## src/rtl/atm_dos_ctrl_pkg.sv

```systemverilog
// Shared definitions for the ATM DOS-state controller: NMI FSM encodings and stall defaults.
package atm_dos_ctrl_pkg;

    typedef enum logic [1:0] {
        S_RUN = 2'd0,
        S_REQ = 2'd1,
        S_NMI = 2'd2
    } nmi_state_e;

    localparam int STALL_CYC_DEF = 3;
    localparam int CNT_W         = 3;

endpackage

```

## src/rtl/atm_dos_ctrl_zclk_stall_cnt.sv

```systemverilog
// Z80 clock stall sequencer: stall starts combinationally with the DOS-on strobe,
// then a down-counter holds it for STALL_CYC more fclk cycles.
module zclk_stall_cnt
    import atm_dos_ctrl_pkg::*;
#(
    parameter int STALL_CYC = STALL_CYC_DEF
) (
    input  logic fclk,
    input  logic rst,
    input  logic on_req,
    output logic zclk_stall
);

    logic [CNT_W-1:0] cnt;

    // Reload on every strobe so back-to-back entries retrigger the full stall.
    always_ff @(posedge fclk) begin
        if (rst)
            cnt <= '0;
        else if (on_req)
            cnt <= CNT_W'(STALL_CYC);
        else if (cnt != '0)
            cnt <= cnt - CNT_W'(1);
    end

    assign zclk_stall = on_req | (cnt != '0);

endmodule

```

## src/rtl/atm_dos_ctrl.sv

```systemverilog
// Central DOS flag for the four ATM pager windows, with Z80 stall on DOS entry
// and NMI entry/RETN exit sequencing that saves and restores DOS.
module atm_dos_ctrl
    import atm_dos_ctrl_pkg::*;
#(
    parameter int STALL_CYC = STALL_CYC_DEF,
    parameter bit DOS_RST   = 1'b1
) (
    input  logic       fclk,
    input  logic       rst,
    input  logic       zneg,
    input  logic [3:0] dos_on_req,
    input  logic [3:0] dos_off_req,
    input  logic       dos_force_wr,
    input  logic       dos_force_val,
    input  logic       nmi_req,
    input  logic       retn_stb,
    output logic       dos,
    output logic       in_nmi,
    output logic       zclk_stall,
    output logic       nmi_n
);

    nmi_state_e state, state_nx;
    logic       nmi_prev;
    logic       nmi_rise;
    logic       nmi_enter;
    logic       nmi_exit;
    logic       saved_dos;
    logic       any_on;
    logic       any_off;

    assign any_on   = |dos_on_req;
    assign any_off  = |dos_off_req;
    assign nmi_rise = nmi_req & ~nmi_prev;

    // Unreset on purpose: a level held high through reset must not look like a new edge.
    always_ff @(posedge fclk)
        nmi_prev <= nmi_req;

    always_ff @(posedge fclk) begin
        if (rst)
            state <= S_RUN;
        else
            state <= state_nx;
    end

    always_comb begin
        state_nx  = state;
        nmi_enter = 1'b0;
        nmi_exit  = 1'b0;
        unique case (state)
            S_RUN: if (nmi_rise) state_nx = S_REQ;
            S_REQ: if (zneg) begin
                state_nx  = S_NMI;
                nmi_enter = 1'b1;
            end
            S_NMI: if (retn_stb) begin
                state_nx = S_RUN;
                nmi_exit = 1'b1;
            end
            default: state_nx = S_RUN;
        endcase
    end

    assign nmi_n = (state != S_REQ);

    always_ff @(posedge fclk) begin
        if (rst) begin
            dos       <= DOS_RST;
            in_nmi    <= 1'b0;
            saved_dos <= 1'b0;
        end else begin
            if (nmi_enter) begin
                saved_dos <= dos;
                in_nmi    <= 1'b1;
            end else if (nmi_exit) begin
                in_nmi    <= 1'b0;
            end

            if (nmi_enter)         dos <= 1'b1;
            else if (nmi_exit)     dos <= saved_dos;
            else if (dos_force_wr) dos <= dos_force_val;
            else if (any_on)       dos <= 1'b1;
            else if (any_off)      dos <= 1'b0;
        end
    end

    zclk_stall_cnt #(
        .STALL_CYC (STALL_CYC)
    ) u_stall (
        .fclk       (fclk),
        .rst        (rst),
        .on_req     (any_on),
        .zclk_stall (zclk_stall)
    );

endmodule

```

## config.mk

```make
export PLATFORM = sky130hd
export DESIGN_NAME = atm_dos_ctrl
export DESIGN_NICKNAME = d
export VERILOG_FILES = /design/src/rtl/atm_dos_ctrl_pkg.sv /design/src/rtl/atm_dos_ctrl_zclk_stall_cnt.sv /design/src/rtl/atm_dos_ctrl.sv
export SDC_FILE = /design/constraint.sdc
export NUM_CORES = 1
export LEC_CHECK = 0
export CAP_MARGIN = 20
export CORE_AREA = 4 4 41 43
export DETAILED_ROUTE_END_ITERATION = 12
export DIE_AREA = 0 0 45 47
export GPL_ROUTABILITY_DRIVEN = 1
export GPL_TIMING_DRIVEN = 0
export HOLD_SLACK_MARGIN = 0.06
export PLACE_DENSITY = 0.66
export SETUP_SLACK_MARGIN = 0.4
export SYNTH_ARGS = -nofsm -noshare
export SYNTH_HDL_FRONTEND = slang
export SYNTH_SLANG_ARGS = --single-unit
```

## constraint.sdc

```tcl
create_clock -name fclk -period 4.2 [get_ports fclk]
set_input_delay 1.26 -clock fclk [delete_from_list [all_inputs] [get_ports fclk]]
set_output_delay 1.26 -clock fclk [all_outputs]
set_load 0.01 [all_outputs]
```

---- Word level (Yosys, flattened, before mapping) ----
Cells that the tools add are included.
word-level totals
  flip-flop bits (word level) ............. 9
  bits in latches ......................... 0
  bits in writable memories ............... 0
  bits in read-only memories .............. 0
  input bits .............................. 15
  output and inout bits ................... 4
  word-level logic and storage cells ...... 43
  memories kept ........................... 0
operators by class
  add/subtract/negate cells ............... 1
  multiply operators ...................... 0
  divide/modulo/power cells ............... 0
  order comparisons ....................... 0
  equality and inequality tests ........... 6
  shifts and indexed selects .............. 0
  muxes and demuxes ....................... 16
  bitwise logic cells ..................... 3
  reduce and logical (&&, ||, !) cells .... 10
operators by type and width
  operator                                                                 count
  1-bit two-way mux                                                        10
  2-bit two-way mux                                                        5
  4-bit OR reduction                                                       2
  2-bit inequality test, second input constant                             3
  2-bit case mux with 3 select lines                                       1
  5-bit OR reduction                                                       1
  2-bit nonzero test                                                       2
  4-bit nonzero test                                                       1
  3-bit AND reduction                                                      1
  3-bit nonzero test                                                       1
  3-bit by 1-bit subtractor with 3-bit output, second input constant       1
  2-bit by 1-bit == test with 1-bit output, second input constant          1
  2-bit == test, second input constant                                     1
  2-bit zero test                                                          1
  2-bit by 1-bit inequality test with 1-bit output, second input constant  1
  2-bit OR reduction                                                       1
  1-bit bitwise AND                                                        1
  1-bit inverter                                                           1
  1-bit bitwise OR                                                         1

---- Depth between registers and ports, before layout ----
Gate-level depths: netlist of the first run.
  word-level depth ........................ 5
  mapped depth ............................ 5
  depth with buffers taken out ............ 5

---- By module ----
Synthesis of the first run repeated with hierarchy kept, for this count alone.
second synthesis, totals
  cells, all modules ...................... 44
  area total of the unflattened synthesis .. 431.7 µm²
by module, submodules not included
  module          instances  cells each  area an instance (µm²)  seq. area each (µm²)
  atm_dos_ctrl    1          26          254.0                   120.1
  zclk_stall_cnt  1          18          177.7                   60.1

---- Worst setup path before layout of the first run ----
OpenSTA, ideal clock, no wires.
  path type ............................... input to output
  start ................................... input dos_on_req[0]
  end ..................................... output zclk_stall
  arrival time ............................ 2.053 ns
  data required time ...................... 2.940 ns
  slack ................................... 0.887 ns
  stages on the path ...................... 2
  buffers on the path ..................... 0
  cell sequence ........................... or4_4 or2_1
between the ends
  word-level cells in the longest chain between the ends .. 2
ends and longest elaborated chain
  what                line                               source
  start, declared     atm_dos_ctrl.sv:12                 input logic [3:0] dos_on_req,
  4-bit OR reduction  atm_dos_ctrl.sv:33                 assign any_on = |dos_on_req;
  1-bit bitwise OR    atm_dos_ctrl_zclk_stall_cnt.sv:26  assign zclk_stall = on_req | (cnt != '0);
  end, declared       atm_dos_ctrl.sv:20                 output logic zclk_stall,
Every way passes these cells.

---- Worst setup path in the final report of the first run ----
Same ends and word-level chain as after synthesis.

==> qor_table.md, run 1 <==
| Step | Result | Value |
| --- | --- | --- |
| setup path | Critical Path Max Stage Delay | 420 ps |
| placed design | Placer Congestion | 0.673 |
| clocking | TritonCTS clock tree | done |
| placed design | Placed Area | 624 sq um |
| synthesis | Post-synthesis instance area | 435 sq um |
| synthesis | Sequential cell area fraction in the yosys report | 41.4% |
| timing | RSZ-0062 raised after global routing | false |
| grt | Number of global-route vias before repair | 386 |
| floorplanning | Cell Rows | 13 |
| final layout | Most common library cell in the layout ignoring fill and taps | clkdlybuf4s50_1 |
| route | Count of unresolved DRC violations after routing | 0 |
| final layout | Proportion of layout cells with a drive suffix above 1 | 10.4% |
| final layout | Diodes inserted | 0 |
| setup path | Cell-by-cell listing of the critical path | clkdlybuf4s50_1 -> or4_4 -> or2_1 -> buf_2 |
| setup path | Arrival time at the worst endpoint | 2460 ps |
| clocking | CTS max path bufs | 2 |
| grt | Maximum number of pins on one net before global-route repair | 9 |
| clocking | Number of sinks driven by the clock tree | 9 |
| route | Number of search-and-repair iterations in the first detailed-routing pass | 1 |
| route | Ratio of routed vias to standard cells | 4.73 |
| pwr | Switching share of power | 23.0% |
| grt | Antenna violations before repair | 0 |
| floorplanning | Std-Cell Core Area | 1300 sq um |
| timing | Number of pins with negative max-slew slack in the final report | 0 |
| grt | Wire length of the first global-routing pass | 1430 um |
| route | Routed via count | 388 |
| pwr | Proportion of power drawn by flip-flops and latches | 48.4% |
| setup path | CP endpoint kind | output port |
| timing | Worst setup skew after layout | 3.38 ps |
| job | Max Cap Viol | 0 |
| timing | Maximum clock frequency | 269 MHz |
| pwr | Static leakage | 0.270 nW |
| floorplanning | Initial standard-cell utilization of the core | 33.5% |
| synthesis | Post-synthesis register bit count | 9 |
| final layout | Total number of nets in the final design | 85 |
| final layout | Growth of design area from synthesis to finish | 50.0% |
| route | Routed WL per cell | 10.6 um |
| pwr | Pwr Density | 291 nW/um^2 |
| timing | Final number of setup-violating endpoints | 0 |
| pwr | Internal power | 0.146 mW |
| setup path | Cell with the largest stage delay on the worst path | clkdlybuf4s50_1 |
| synthesis | Mapped Nets | 62 |
| route | Count of routing violations after the opening detailed-route iteration | 0 |
| pwr | Power dissipated by switching net loads | 0.0436 mW |
| route | Final Routed Wirelength | 870 um |
| clocking | CTS H-tree depth | 1 |
| synthesis | Number of warning messages in the yosys log | 0 |
| synthesis | Synth Instances | 45 |
| pwr | Clock network fraction of total power | 34.3% |
| floorplanning | Top-level port count | 19 |
| setup path | Top delay family on crit path | simple AND/OR/NAND/NOR gates |
| synthesis | Fraction of synthesized cell area taken by the top area cell type | 41.4% |
| timing | Final-report hold violation count | 0 |
| clocking | Post-CTS clock slew at the launch and capture registers of the worst setup and hold paths | 60 ps |
| synthesis | Number of unique standard cell types used by synthesis | 21 |
| setup path | Kind of launch point of the worst setup path | input pin |
| setup path | Crit Path Category | input pin to output port |
| grt | Grt total ovfl | 0 |
| synthesis | Synth area leaders | dfxtp_1 41%, a21oi_1 8.0%, ha_1 5.7%, nand2b_1 5.7%, nor4_4 4.9% |
| setup path | Top fanout value on the critical path | 2 |
| clocking | Cell chosen for the clock root | clkbuf_4 |
| placed design | Placed Cells incl. Taps | 77 |
| setup path | Endpoint required time on the critical path | 2940 ps |
| placed design | HPWL after detailed placement | 724 um |
| setup path | Minimum setup slack among reg-to-reg paths | 2920 ps |
| final layout | Post-route insts no fill | 82 |
| final layout | Leading cell types in the layout, fill and taps excluded | 13 x clkdlybuf4s50_1, 9 x dfxtp_1, 7 x a21oi_1 |
| pwr | Share of power burned in combinational logic | 17.3% |
| route | Post-DRT Antenna Nets | 0 |
| final layout | Non-Filler Cell Area, Final | 653 sq um |
| timing | Crit path time final | 3720 ps |
| final layout | Final core area utilization | 50.2% |
| floorplanning | Width of the die | 45 um |
| clocking | Num CTS Buffers | 3 |
| setup path | Combined buffer and inverter count along the critical path | 2 |
| floorplanning | Die height | 47 um |
| clocking | Clock latency at the later pin of the worst-skew pair | 250 ps |
| pwr | Maximum resistive drop on vdd | 0.000155 V |
| status | Status | finished, final reports clean |
| timing | Worst relative slew slack | 78.8% |
| timing | Final worst path period share | 88.5% |
| synthesis | Avg Inst Size Synth | 9.68 sq um |
| placed design | Count of buffers inserted at the top-level ports | 17 |
| timing | Slew at the pin closest to its max-slew limit | 316 ps |
| synthesis | Post-synthesis cell type with the largest combined area | dfxtp_1 |
| floorplanning | Die outline area | 2120 sq um |
| hold path | Min-delay worst type | flip-flop to flip-flop |
| grt | GRT Util Overall | 9.29% |
-- through the flow --
step / total power [mW] / setup WS [ps] / setup TNS (ps) / hold WS (ps)
after floorplan: 0.107 / 887 / 0 / 433
after global placement: 0.126 / 1.00 / 0 / 464
after detailed placement: 0.127 / -6.89 / -6.89 / 472
after CTS: 0.193 / 413 / 0 / 485
after global routing: 0.201 / 441 / 0 / 508
final: 0.190 / 484 / 0 / 480
-- worst register-to-register path, cell delays in order (launching register included) --
cell	delay, ps
dfxtp_1	340
inv_1	60
ha_1	210
nand2b_1	130
mux2_1	340
a21oi_1	130
-- area by class of cell --
cell class,count,area [sq um]
multi-input cells,30,233
inverters,5,18.8
clock buffers,4,26.3
flip-flops and latches,9,180
plain buffers,1,3.75
fillers,136,648
repair buffers,18,173
well taps,15,18.8
-- final timing paths --
kind,depth (start not counted),from,endpoint
hold reg to reg,2,in_nmi,in_nmi
hold / removal,2,in_nmi,in_nmi
setup reg to reg,5,u_stall.cnt[0],u_stall.cnt[1]
setup / recovery,4,dos_on_req[0],zclk_stall
-- repair_timing --
action / 4_1_cts / 5_1_grt
hold buffers: 0 / 0
gates resized for setup: 6 / 1
endpoints found under the setup margin: 1 / 1
gates cloned: 0 / 0
pin swaps: 1 / 0
hold endpoints to repair: 0 / 0
buffers inserted: 1 / 0
-- cells by family after synthesis --
family | share of synthesized area (%)
compound gates | 12.4
xor+xnor | 2.01
fa+ha+maj | 5.75
buf+inv | 5.17
flops | 41.4
mux | 4.88
simple gates | 28.4
-- routing by layer --
| layer | up-vias | GRT usage, % | share of wire, % |
|---|---|---|---|
| met4 | 0 | 5.26 | 0.57 |
| li1 | 202 | - | - |
| met3 | 2 | 2.30 | 4.6 |
| met1 | 177 | 10.4 | 41 |
| met5 | - | 0 | 0 |
| met2 | 7 | 16.1 | 54 |
-- registers in the layout, indices dropped and copies added (netlist names) --
| signal | flops |
|---|---|
| state | 2 |
| saved_dos | 1 |
| dos | 1 |
| in_nmi | 1 |
| nmi_prev | 1 |
| u_stall.cnt | 3 |
-- power by group through the flow --
stage	logic [mW]	clock network [mW]	registers, mW
after floorplan	0.0134	0	0.0936
after global placement	0.0326	0	0.0937
after detailed placement	0.0337	0	0.0937
after CTS	0.0335	0.0679	0.0919
after global routing	0.0366	0.0719	0.0924
final	0.0328	0.0651	0.0918
-- Yosys cell counts (all sizes together) --
| cell type | instances |
|---|---|
| or3b | 1 |
| or4 | 1 |
| inv | 5 |
| a211o | 1 |
| dfxtp | 9 |
| a221o | 1 |
| clkbuf | 1 |
| nor4 | 2 |
| nand2b | 4 |
| a21oi | 7 |
| or2 | 1 |
| ha | 2 |
| nor3b | 2 |
| mux2 | 1 |
| mux2i | 1 |
| nand3b | 1 |
| nor3 | 2 |
| and3b | 1 |
| nor2 | 1 |
| xnor2 | 1 |
Power figures use the tool's default switching activity.
==> inputs of run 2 (changes only) <==
--- a/config.mk
+++ b/config.mk
@@ -7,6 +7,7 @@
 export LEC_CHECK = 0
 export CAP_MARGIN = 20
 export CORE_AREA = 4 4 41 43
+export CTS_CLUSTER_DIAMETER = 100
 export DETAILED_ROUTE_END_ITERATION = 12
 export DIE_AREA = 0 0 45 47
 export GPL_ROUTABILITY_DRIVEN = 1
==> results of run 2 <==
No change in the layout: final DEF, timing and power equal those of run 1.
